`src/rtl/stack_arb_pkg.sv`:
```
// Shared types and defaults for the stack arbiter.
// Optional round-robin arbitration is selected with STACK_ARB_RR_EN.
package stack_arb_pkg;

  localparam int DW_DEF    = 32;
  localparam int DEPTH_DEF = 31;
  localparam int CW_DEF    = 6;

  localparam logic OP_PUSH = 1'b0;
  localparam logic OP_POP  = 1'b1;

  typedef enum logic [2:0] {
    IDLE     = 3'd0,
    ISSUE    = 3'd1,
    POP_WAIT = 3'd2,
    RESP     = 3'd3,
    FLUSH    = 3'd4
  } state_e;

endpackage

```
`src/rtl/stack_arb_sel.sv`:
```
// Two-way grant selection for the stack arbiter.
// STACK_ARB_RR_EN defined: round-robin pointer; undefined: requester 1 always wins.
module stack_arb_sel
  import stack_arb_pkg::*;
(
`ifdef STACK_ARB_RR_EN
  input  logic       clk_i,
  input  logic       rst_ni,
  input  logic       adv_i,
`endif
  input  logic [1:0] req_i,
  output logic       gnt_o
);

`ifdef STACK_ARB_RR_EN
  logic ptr_q, ptr_d;

  always_comb begin
    gnt_o = req_i[ptr_q] ? ptr_q : ~ptr_q;
    ptr_d = adv_i ? ~gnt_o : ptr_q;
  end

  always_ff @(posedge clk_i or negedge rst_ni) begin
    if (!rst_ni) ptr_q <= 1'b0;
    else         ptr_q <= ptr_d;
  end
`else
  // With no request the value is a don't-care; the top only uses it on a grant.
  assign gnt_o = req_i[1] | ~req_i[0];
`endif

endmodule

```
`src/rtl/stack_arbiter.sv`:
```
// Shares one push/pop stack between the control unit (req 0) and exception unit (req 1).
// Arbitration mode is chosen by STACK_ARB_RR_EN (round-robin when defined, fixed otherwise).
//
// state    | meaning
// IDLE     | waiting for flush or a request; samples and arbitrates
// ISSUE    | grant pulse; push/pop strobe or error pulse is on the outputs
// POP_WAIT | stack Out now holds the popped entry; capture it
// RESP     | resp_valid held for the granted requester until resp_ready
// FLUSH    | pop one entry per cycle until empty, then pulse flush_done
module stack_arbiter
  import stack_arb_pkg::*;
#(
  parameter int DW    = DW_DEF,
  parameter int DEPTH = DEPTH_DEF,
  parameter int CW    = CW_DEF
) (
  input  logic          clk,
  input  logic          rst_n,
  input  logic [1:0]    req_valid,
  input  logic [1:0]    req_op,
  input  logic [DW-1:0] req_data0,
  input  logic [DW-1:0] req_data1,
  output logic [1:0]    req_ready,
  output logic [1:0]    req_err,
  output logic [1:0]    resp_valid,
  input  logic [1:0]    resp_ready,
  output logic [DW-1:0] resp_data,
  output logic          stack_push,
  output logic          stack_pop,
  output logic [DW-1:0] stack_in,
  input  logic [DW-1:0] stack_out,
  input  logic          flush,
  output logic          flush_done,
  output logic [CW-1:0] count,
  output logic          full,
  output logic          empty,
  output logic          err_sticky,
  input  logic          err_clr
);

  state_e        state_q, state_d;
  logic          g_q, g_d;
  logic [CW-1:0] count_q, count_d;
  logic [1:0]    req_ready_q, req_ready_d;
  logic [1:0]    req_err_q, req_err_d;
  logic [1:0]    resp_valid_q, resp_valid_d;
  logic [DW-1:0] resp_data_q, resp_data_d;
  logic [DW-1:0] stack_in_q, stack_in_d;
  logic          stack_push_q, stack_push_d;
  logic          stack_pop_q, stack_pop_d;
  logic          flush_done_q, flush_done_d;
  logic          full_q, empty_q;
  logic          err_sticky_q, err_sticky_d;
  logic          err_new;

  logic [1:0]    req_masked;
  logic          grant_now;
  logic          sel_gnt;
  logic          cnt_full, cnt_empty;

  // Requests are only visible to the selector when IDLE and no flush is pending.
  assign req_masked = (state_q == IDLE && !flush) ? req_valid : 2'b00;
  assign grant_now  = |req_masked;
  assign cnt_full   = (count_q == CW'(DEPTH));
  assign cnt_empty  = (count_q == '0);

  stack_arb_sel u_sel (
`ifdef STACK_ARB_RR_EN
    .clk_i  (clk),
    .rst_ni (rst_n),
    .adv_i  (grant_now),
`endif
    .req_i  (req_masked),
    .gnt_o  (sel_gnt)
  );

  always_comb begin
    state_d      = state_q;
    g_d          = g_q;
    count_d      = count_q;
    req_ready_d  = 2'b00;
    req_err_d    = 2'b00;
    resp_valid_d = resp_valid_q;
    resp_data_d  = resp_data_q;
    stack_in_d   = stack_in_q;
    stack_push_d = 1'b0;
    stack_pop_d  = 1'b0;
    flush_done_d = 1'b0;
    err_new      = 1'b0;

    case (state_q)
      IDLE: begin
        if (flush) begin
          state_d = FLUSH;
        end else if (grant_now) begin
          state_d              = ISSUE;
          g_d                  = sel_gnt;
          req_ready_d[sel_gnt] = 1'b1;
          if (req_op[sel_gnt] == OP_PUSH) begin
            if (cnt_full) begin
              req_err_d[sel_gnt] = 1'b1;
              err_new            = 1'b1;
            end else begin
              stack_push_d = 1'b1;
              stack_in_d   = sel_gnt ? req_data1 : req_data0;
              count_d      = count_q + CW'(1);
            end
          end else begin
            if (cnt_empty) begin
              req_err_d[sel_gnt] = 1'b1;
              err_new            = 1'b1;
            end else begin
              stack_pop_d = 1'b1;
              count_d     = count_q - CW'(1);
            end
          end
        end
      end
      ISSUE: begin
        state_d = stack_pop_q ? POP_WAIT : IDLE;
      end
      POP_WAIT: begin
        resp_data_d       = stack_out;
        resp_valid_d[g_q] = 1'b1;
        state_d           = RESP;
      end
      RESP: begin
        if (resp_ready[g_q]) begin
          resp_valid_d = 2'b00;
          state_d      = IDLE;
        end
      end
      FLUSH: begin
        if (!cnt_empty) begin
          stack_pop_d = 1'b1;
          count_d     = count_q - CW'(1);
        end else begin
          flush_done_d = 1'b1;
          state_d      = IDLE;
        end
      end
      default: state_d = IDLE;
    endcase

    // A new error in the same cycle as err_clr leaves the flag set.
    err_sticky_d = err_new | (err_sticky_q & ~err_clr);
  end

  always_ff @(posedge clk or negedge rst_n) begin
    if (!rst_n) begin
      state_q      <= IDLE;
      g_q          <= 1'b0;
      count_q      <= '0;
      req_ready_q  <= 2'b00;
      req_err_q    <= 2'b00;
      resp_valid_q <= 2'b00;
      resp_data_q  <= '0;
      stack_in_q   <= '0;
      stack_push_q <= 1'b0;
      stack_pop_q  <= 1'b0;
      flush_done_q <= 1'b0;
      full_q       <= 1'b0;
      empty_q      <= 1'b0;
      err_sticky_q <= 1'b0;
    end else begin
      state_q      <= state_d;
      g_q          <= g_d;
      count_q      <= count_d;
      req_ready_q  <= req_ready_d;
      req_err_q    <= req_err_d;
      resp_valid_q <= resp_valid_d;
      resp_data_q  <= resp_data_d;
      stack_in_q   <= stack_in_d;
      stack_push_q <= stack_push_d;
      stack_pop_q  <= stack_pop_d;
      flush_done_q <= flush_done_d;
      full_q       <= (count_d == CW'(DEPTH));
      empty_q      <= (count_d == '0);
      err_sticky_q <= err_sticky_d;
    end
  end

  assign req_ready  = req_ready_q;
  assign req_err    = req_err_q;
  assign resp_valid = resp_valid_q;
  assign resp_data  = resp_data_q;
  assign stack_push = stack_push_q;
  assign stack_pop  = stack_pop_q;
  assign stack_in   = stack_in_q;
  assign flush_done = flush_done_q;
  assign count      = count_q;
  assign full       = full_q;
  assign empty      = empty_q;
  assign err_sticky = err_sticky_q;

endmodule

```
`config.mk`:
```
export PLATFORM = sky130hd
export DESIGN_NAME = stack_arbiter
export DESIGN_NICKNAME = d
export VERILOG_FILES = /design/src/rtl/stack_arb_pkg.sv /design/src/rtl/stack_arb_sel.sv /design/src/rtl/stack_arbiter.sv
export SDC_FILE = /design/constraint.sdc
export NUM_CORES = 1
export LEC_CHECK = 0
export ABC_AREA = 1
export CAP_MARGIN = 20
export CORE_MARGIN = 2
export CORE_UTILIZATION = 35
export DETAILED_ROUTE_END_ITERATION = 8
export PLACE_DENSITY_LB_ADDON = 0.1
export SKIP_CTS_REPAIR_TIMING = 1
export SYNTH_ARGS = -nofsm -noshare
export SYNTH_HDL_FRONTEND = slang
export SYNTH_HIERARCHICAL = 1
export SYNTH_SLANG_ARGS = --single-unit
export TNS_END_PERCENT = 5
```
`constraint.sdc`:
```
create_clock -name clk -period 1.9 [get_ports clk]
set_clock_uncertainty 0.05 [all_clocks]
set_input_delay 0.475 -clock clk [delete_from_list [all_inputs] [get_ports clk]]
set_output_delay 0.475 -clock clk [all_outputs]
set_load 0.01 [all_outputs]
```
Word-level counts from Yosys, hierarchy flattened
Index checks and enable logic that the tools add are counted.
W data, S select, Z words.

storage, ports and cells
  bits in registers = 86
  input port bits = 106
  output and inout bits = 82
  logic and storage cells = 101

cells by class
  add/sub/neg operators = 2
  order comparisons = 4
  equal/unequal tests = 9
  multiplexer cells = 50
  bitwise logic cells = 9
  reduce and logical (&&, ||, !) cells = 13

operators with widths
  kind                   count
  $mux W32               1
  $mux W6                5
  $mux W2                12
  $mux W1                22
  $pmux W3 S5            1
  $eq A6 B5 Y1 const B   2
  $logic_not A6 Y1       2
  $mux W3                4
  $pmux W6 S2            1
  $add A6 B1 Y6 const B  1
  $eq A3 B2 Y1 const B   2
  $reduce_and A3 Y1      2
  $sub A6 B1 Y6 const B  1
  $not A1 Y1             5
  $reduce_and A5 Y1      1
  $lt A1 B2 Y1 const B   2
  $ne A2 B2 Y1 const B   2
  $pmux W2 S2            1
  $eq A3 B1 Y1 const B   1
  $eq A3 B3 Y1 const B   1
  $logic_and A1 B1 Y1    3
  $logic_not A3 Y1       1
  $ne A3 B3 Y1 const B   1
  $demux W1 S1           2
  other kinds (9)        11

Depth between registers and ports, before layout
  depth in word-level cells = 14
  depth in mapped cells = 18
  mapped depth without buffers = 17

Hierarchy
Netlist, hierarchy kept.

by module, submodules not included
  module         instances  cells each  area each (sq um)  seq. area each (sq um)
  stack_arbiter  1          530         4257.8             2152.1
  stack_arb_sel  1          2           7.5                0.0

Worst setup path after synthesis
No wires, ideal clock.

  path kind = register to register
  from = register state_q[0]
  to = register stack_in_q[10], in the netlist stack_in[10]
  setup time = 0.130 ns
  data arrival time = 1.904 ns
  data required time = 1.720 ns
  slack = -0.184 ns
  cell stages (with the launch flop) = 16
  buffers on the path = 3
  clock period less this slack = 2.084 ns
  cell sequence = dfrtp_1 -> nor2_4 -> nand4_4 -> inv_1 -> nand2_1 -> buf_4 -> inv_4 -> nand2_1 -> nand2_2 -> o21ai_2 -> inv_2 -> nand2_2 -> inv_2 -> buf_6 -> buf_2 -> a31oi_1

on the way
  cells in the longest elaborated chain, start to end = 9
  elaborated cells on any way between the ends = 11
  classes of those cells = mux: 4; bitwise: 3; reduce/logical: 4

RTL lines
  element                                     line                  source
  start: declaration                          stack_arbiter.sv:41   state_e state_q, state_d;
  start signal: assignment                    stack_arbiter.sv:166  state_q <= state_d;
  $logic_not A3 Y1 (*)                        stack_arbiter.sv:62   assign req_masked = (state_q == IDLE && !flush) ? req_valid : 2'b00;
  $logic_and A1 B1 Y1 (*)                     stack_arbiter.sv:62
  $mux W2 (*)                                 stack_arbiter.sv:62
  named net req_masked[0]                     stack_arbiter.sv:56   logic [1:0] req_masked;
  $not A1 Y1 (*)                              stack_arb_sel.sv:29   assign gnt_o = req_i[1] | ~req_i[0];
  $or A1 B1 Y1 (*)                            stack_arb_sel.sv:29
  named net sel_gnt                           stack_arbiter.sv:58   logic sel_gnt;
  $mux W1 (not written as such) (2 in a row)  stack_arbiter.sv:99   if (req_op[sel_gnt] == OP_PUSH) begin
  $not A1 Y1 (no line)                        --
  $reduce_and A5 Y1 (no line)                 --
  end signal: assignment                      stack_arbiter.sv:173  stack_in_q <= stack_in_d;
  end: declaration                            stack_arbiter.sv:48   logic [DW-1:0] stack_in_q, stack_in_d;

Mark *: on every way through the listed nets, which the timed path passes. The rest lies on a longest branch. The select of a mux whose other input is x is not followed.
A chain may end at the register's enable or synchronous reset.

Worst setup path in the final report
  from = register state_q[0]
  to = register stack_in_q[16], in the netlist stack_in[16]

on the way
  elaborated cells on any way between the ends = 11
  classes of those cells = mux: 4; bitwise: 3; reduce/logical: 4

RTL lines
  element                                     line
  $logic_not A3 Y1 (*)                        stack_arbiter.sv:62
  $logic_and A1 B1 Y1 (*)                     stack_arbiter.sv:62
  $mux W2 (*)                                 stack_arbiter.sv:62
  named net req_masked[1]                     stack_arbiter.sv:56
  $or A1 B1 Y1 (*)                            stack_arb_sel.sv:29
  named net sel_gnt                           stack_arbiter.sv:58
  $mux W1 (not written as such) (2 in a row)  stack_arbiter.sv:99
  $not A1 Y1 (no line)                        --
  $reduce_and A5 Y1 (no line)                 --

Marks and branches as above.

==> impl_results.md <==
- Outcome: finished with violations
- Failing checks: negative setup slack
- DRT antenna net count: 0
- GR Util All Layers: 19.4%
- DR iter-0 viols: 232
- Global-route wire length before repair: 20000 um
- Final Power: 0.0108 W
- Worst-path maximum fanout: 8
- Slew Viols, Final: 0
- Share of layout cells above drive strength 1: 17.9%
- Leak pwr: 3.28 nW
- Initial Util: 35.7%
- TritonCTS clock tree: yes
- Total grt overflow: 0
- Setup slack after placement: -0.718 ns
- Pin count of the biggest net entering global routing: 35
- Synth area leader: dfrtp_1
- Routed WL: 13500 um
- Area delta synth->final: 65.2%
- Clk_lat worst skew: 0.33 ns
- Hold WC Path Type: input pin to async pin
- Crit end category: register
- Crit Path Class: register to register
- RSZ-0062 raised after global routing: true
- Worst endpoint data arrival time: 2.16 ns
- Htree depth: 3
- First drt pass iteration count: 5
- Synth area leaders: dfrtp_1 50%, nand2_1 20%, nor2_1 3.9%
- Yosys top cell area share: 50.5%
- Register area share after synthesis: 50.5%
- # setup viols final: 31
- Routability cong.: 0.870
- Syn Std Cell Area: 4270 um^2
- Worst slew pin tran: 0.562 ns
- Die area: 13100 um^2
- Setup TNS: -0.658 ns
- Cell row count: 40
- Core Region: 12000 um^2
- Top cell by count, worst path: nand2_4
- Syn Area/Cell: 8.02 um^2
- HPWL after DPL: 9530 um
- # IOs: 188
- Delay-heaviest family, CP: simple AND/OR/NAND/NOR gates
- #FFs+latches synth: 86
- CTS clk-pin slew, worst paths: 0.07 ns
- Die width: 114 um
- Num CTS Buffers: 9
- Slew headroom: 62.5%
- Yosys cell types: 31
- CP Cell Sequence: nor2_4, nand4_4, inv_2, inv_2, nand2_4, nand2_4, nand2_4, o21ai_4, inv_2, nand2_4, inv_8, clkbuf_16, nor2_2, a31oi_2
- Number of diodes: 0
- CTS Buffer Depth: 2
- Final Hold Vio Count: 0
- Vias in the first global route: 3983
- Max VDD drop: 1030 uV
- Clock Sinks: 86
- Root Driver: clkbuf_16
- Number of port buffers: 187
- Die Y: 114 um
- Slowest CP cell: dfrtp_1
- Post-place instance area: 6430 um^2
- Final worst slack: -0.0491 ns
- Vias per cell: 4.81
- Post-Syn Nets: 640
- Synth warn: 6
- Initial antenna violation count: 0
- Final instance area: 7050 um^2
- Bufs and invs on worst path: 5
- Post-Syn Instances: 532
- Worst Setup SP: state_q[0]
- Max Clk Rate: 0.513 GHz
- Wire length per cell: 15.0 um
- Critical Path RT: 2.11 ns
- Nets@finish: 852
- DRC Markers: 0
- FF-to-FF Start: state_q[0]
- Slowest Stage Delay on Critical Path: 0.41 ns
- Minimum clock period: 1.95 ns
- Vias: 4313
- Max-cap violation count: 0
- Startpoint Class: register
- Power per cell area: 1540 nW/um^2
- Final Cycle Share: 103%
[power breakdown]
group	internal (W)	total (W)	switching, W
combinational	0.00292	0.00576	0.00283
clock	0.00113	0.00184	0.000716
sequential	0.00266	0.00323	0.000575
total	0.00671	0.0108	0.00412
[registers in the layout, indices dropped and copies added, names as in the netlist, 2 cells and up]
signal and count:
count 6, req_err 2, req_ready 2, resp_data 32
resp_valid 2, stack_in 32, state_q 3
[layer usage]
layer  up-vias  share of wire (%)  global-route usage (%)  wire length (um)
met5         -                  0                       0                 0
met4         0                1.6                    6.59               222
met3        15                4.8                    3.76               646
met2       132                 49                    32.4              6640
met1      2064                 44                    25.1              5970
li1       2102                  -                       -                 -
[cells in the final DEF (no fill, tap or decap), types with 2 or more instances in the layout]
cell and n:
a21oi_1 5, a31oi_1 22, a31oi_2 10, buf_12 3, buf_4 30, buf_6 2
clkbuf_16 14, clkbuf_8 3, clkdlybuf4s50_1 177, clkinvlp_4 3, dfrtp_1 80, dfrtp_2 6
dlymetal6s2s_1 9, ha_1 2, inv_1 25, inv_2 11, nand2_1 221, nand2_2 10
nand2_4 5, nand3_1 18, nand3_2 6, nand4_1 6, nand4_4 2, nor2_1 39
nor2_2 16, nor2_4 3, nor3_1 2, o21ai_0 4, or2_2 2, xor2_1 3
[path summary, 6_finish.rpt]
path,to,slack [ns],cells after the start
min,resp_data[27],0.02,1
max,stack_in[16],-0.05,14
max reg2reg,stack_in[16],-0.05,14
max in group asynchronous,count[1],1.24,2
min in group clk,resp_data[27],0.42,2
min reg2reg,resp_data[27],0.42,2
[stage by stage]
stage	utilization, %	hold slack, ns	instances
after CTS	56.5	0.0170	887
final	58.9	0.0172	896
after floorplan	-	0.129	532
after detailed placement	53.8	0.380	871
after global routing	58.9	0.0392	896
after global placement	53.8	0.377	871
[cells by family (layout without fill, tap and decap cells)]
kind of cell / Yosys count / in the layout / share of synthesized area [%]
simple gates: 331 / 331 / 33.1
buf+inv: 65 / 282 / 7.27
flops: 86 / 86 / 50.5
compound gates: 45 / 45 / 7.92
fa+ha+maj: 2 / 2 / 0.587
xor+xnor: 3 / 3 / 0.616
[area by class of cell]
| class | count | area [um^2] |
|---|---|---|
| Inverter | 40 | 169 |
| Sequential cell | 86 | 2160 |
| Timing Repair Buffer | 226 | 2320 |
| Fill cell | 1103 | 4920 |
| Clock inverter | 4 | 53.8 |
| Clock buffer | 12 | 267 |
| Tap cell | 147 | 184 |
| Multi-Input combinational cell | 381 | 1900 |
[Yosys cell counts (all sizes together)]
library cell / n
nand2: 236
dfrtp: 86
nor2: 58
inv: 40
a31oi: 32
nand3: 25
buf: 15
clkbuf: 10
nand4: 8
o21ai: 7
a21oi: 5
xor2: 3
ha: 2
nor3: 2
or2: 2
o21bai: 1
Power figures use the tool's default switching activity.
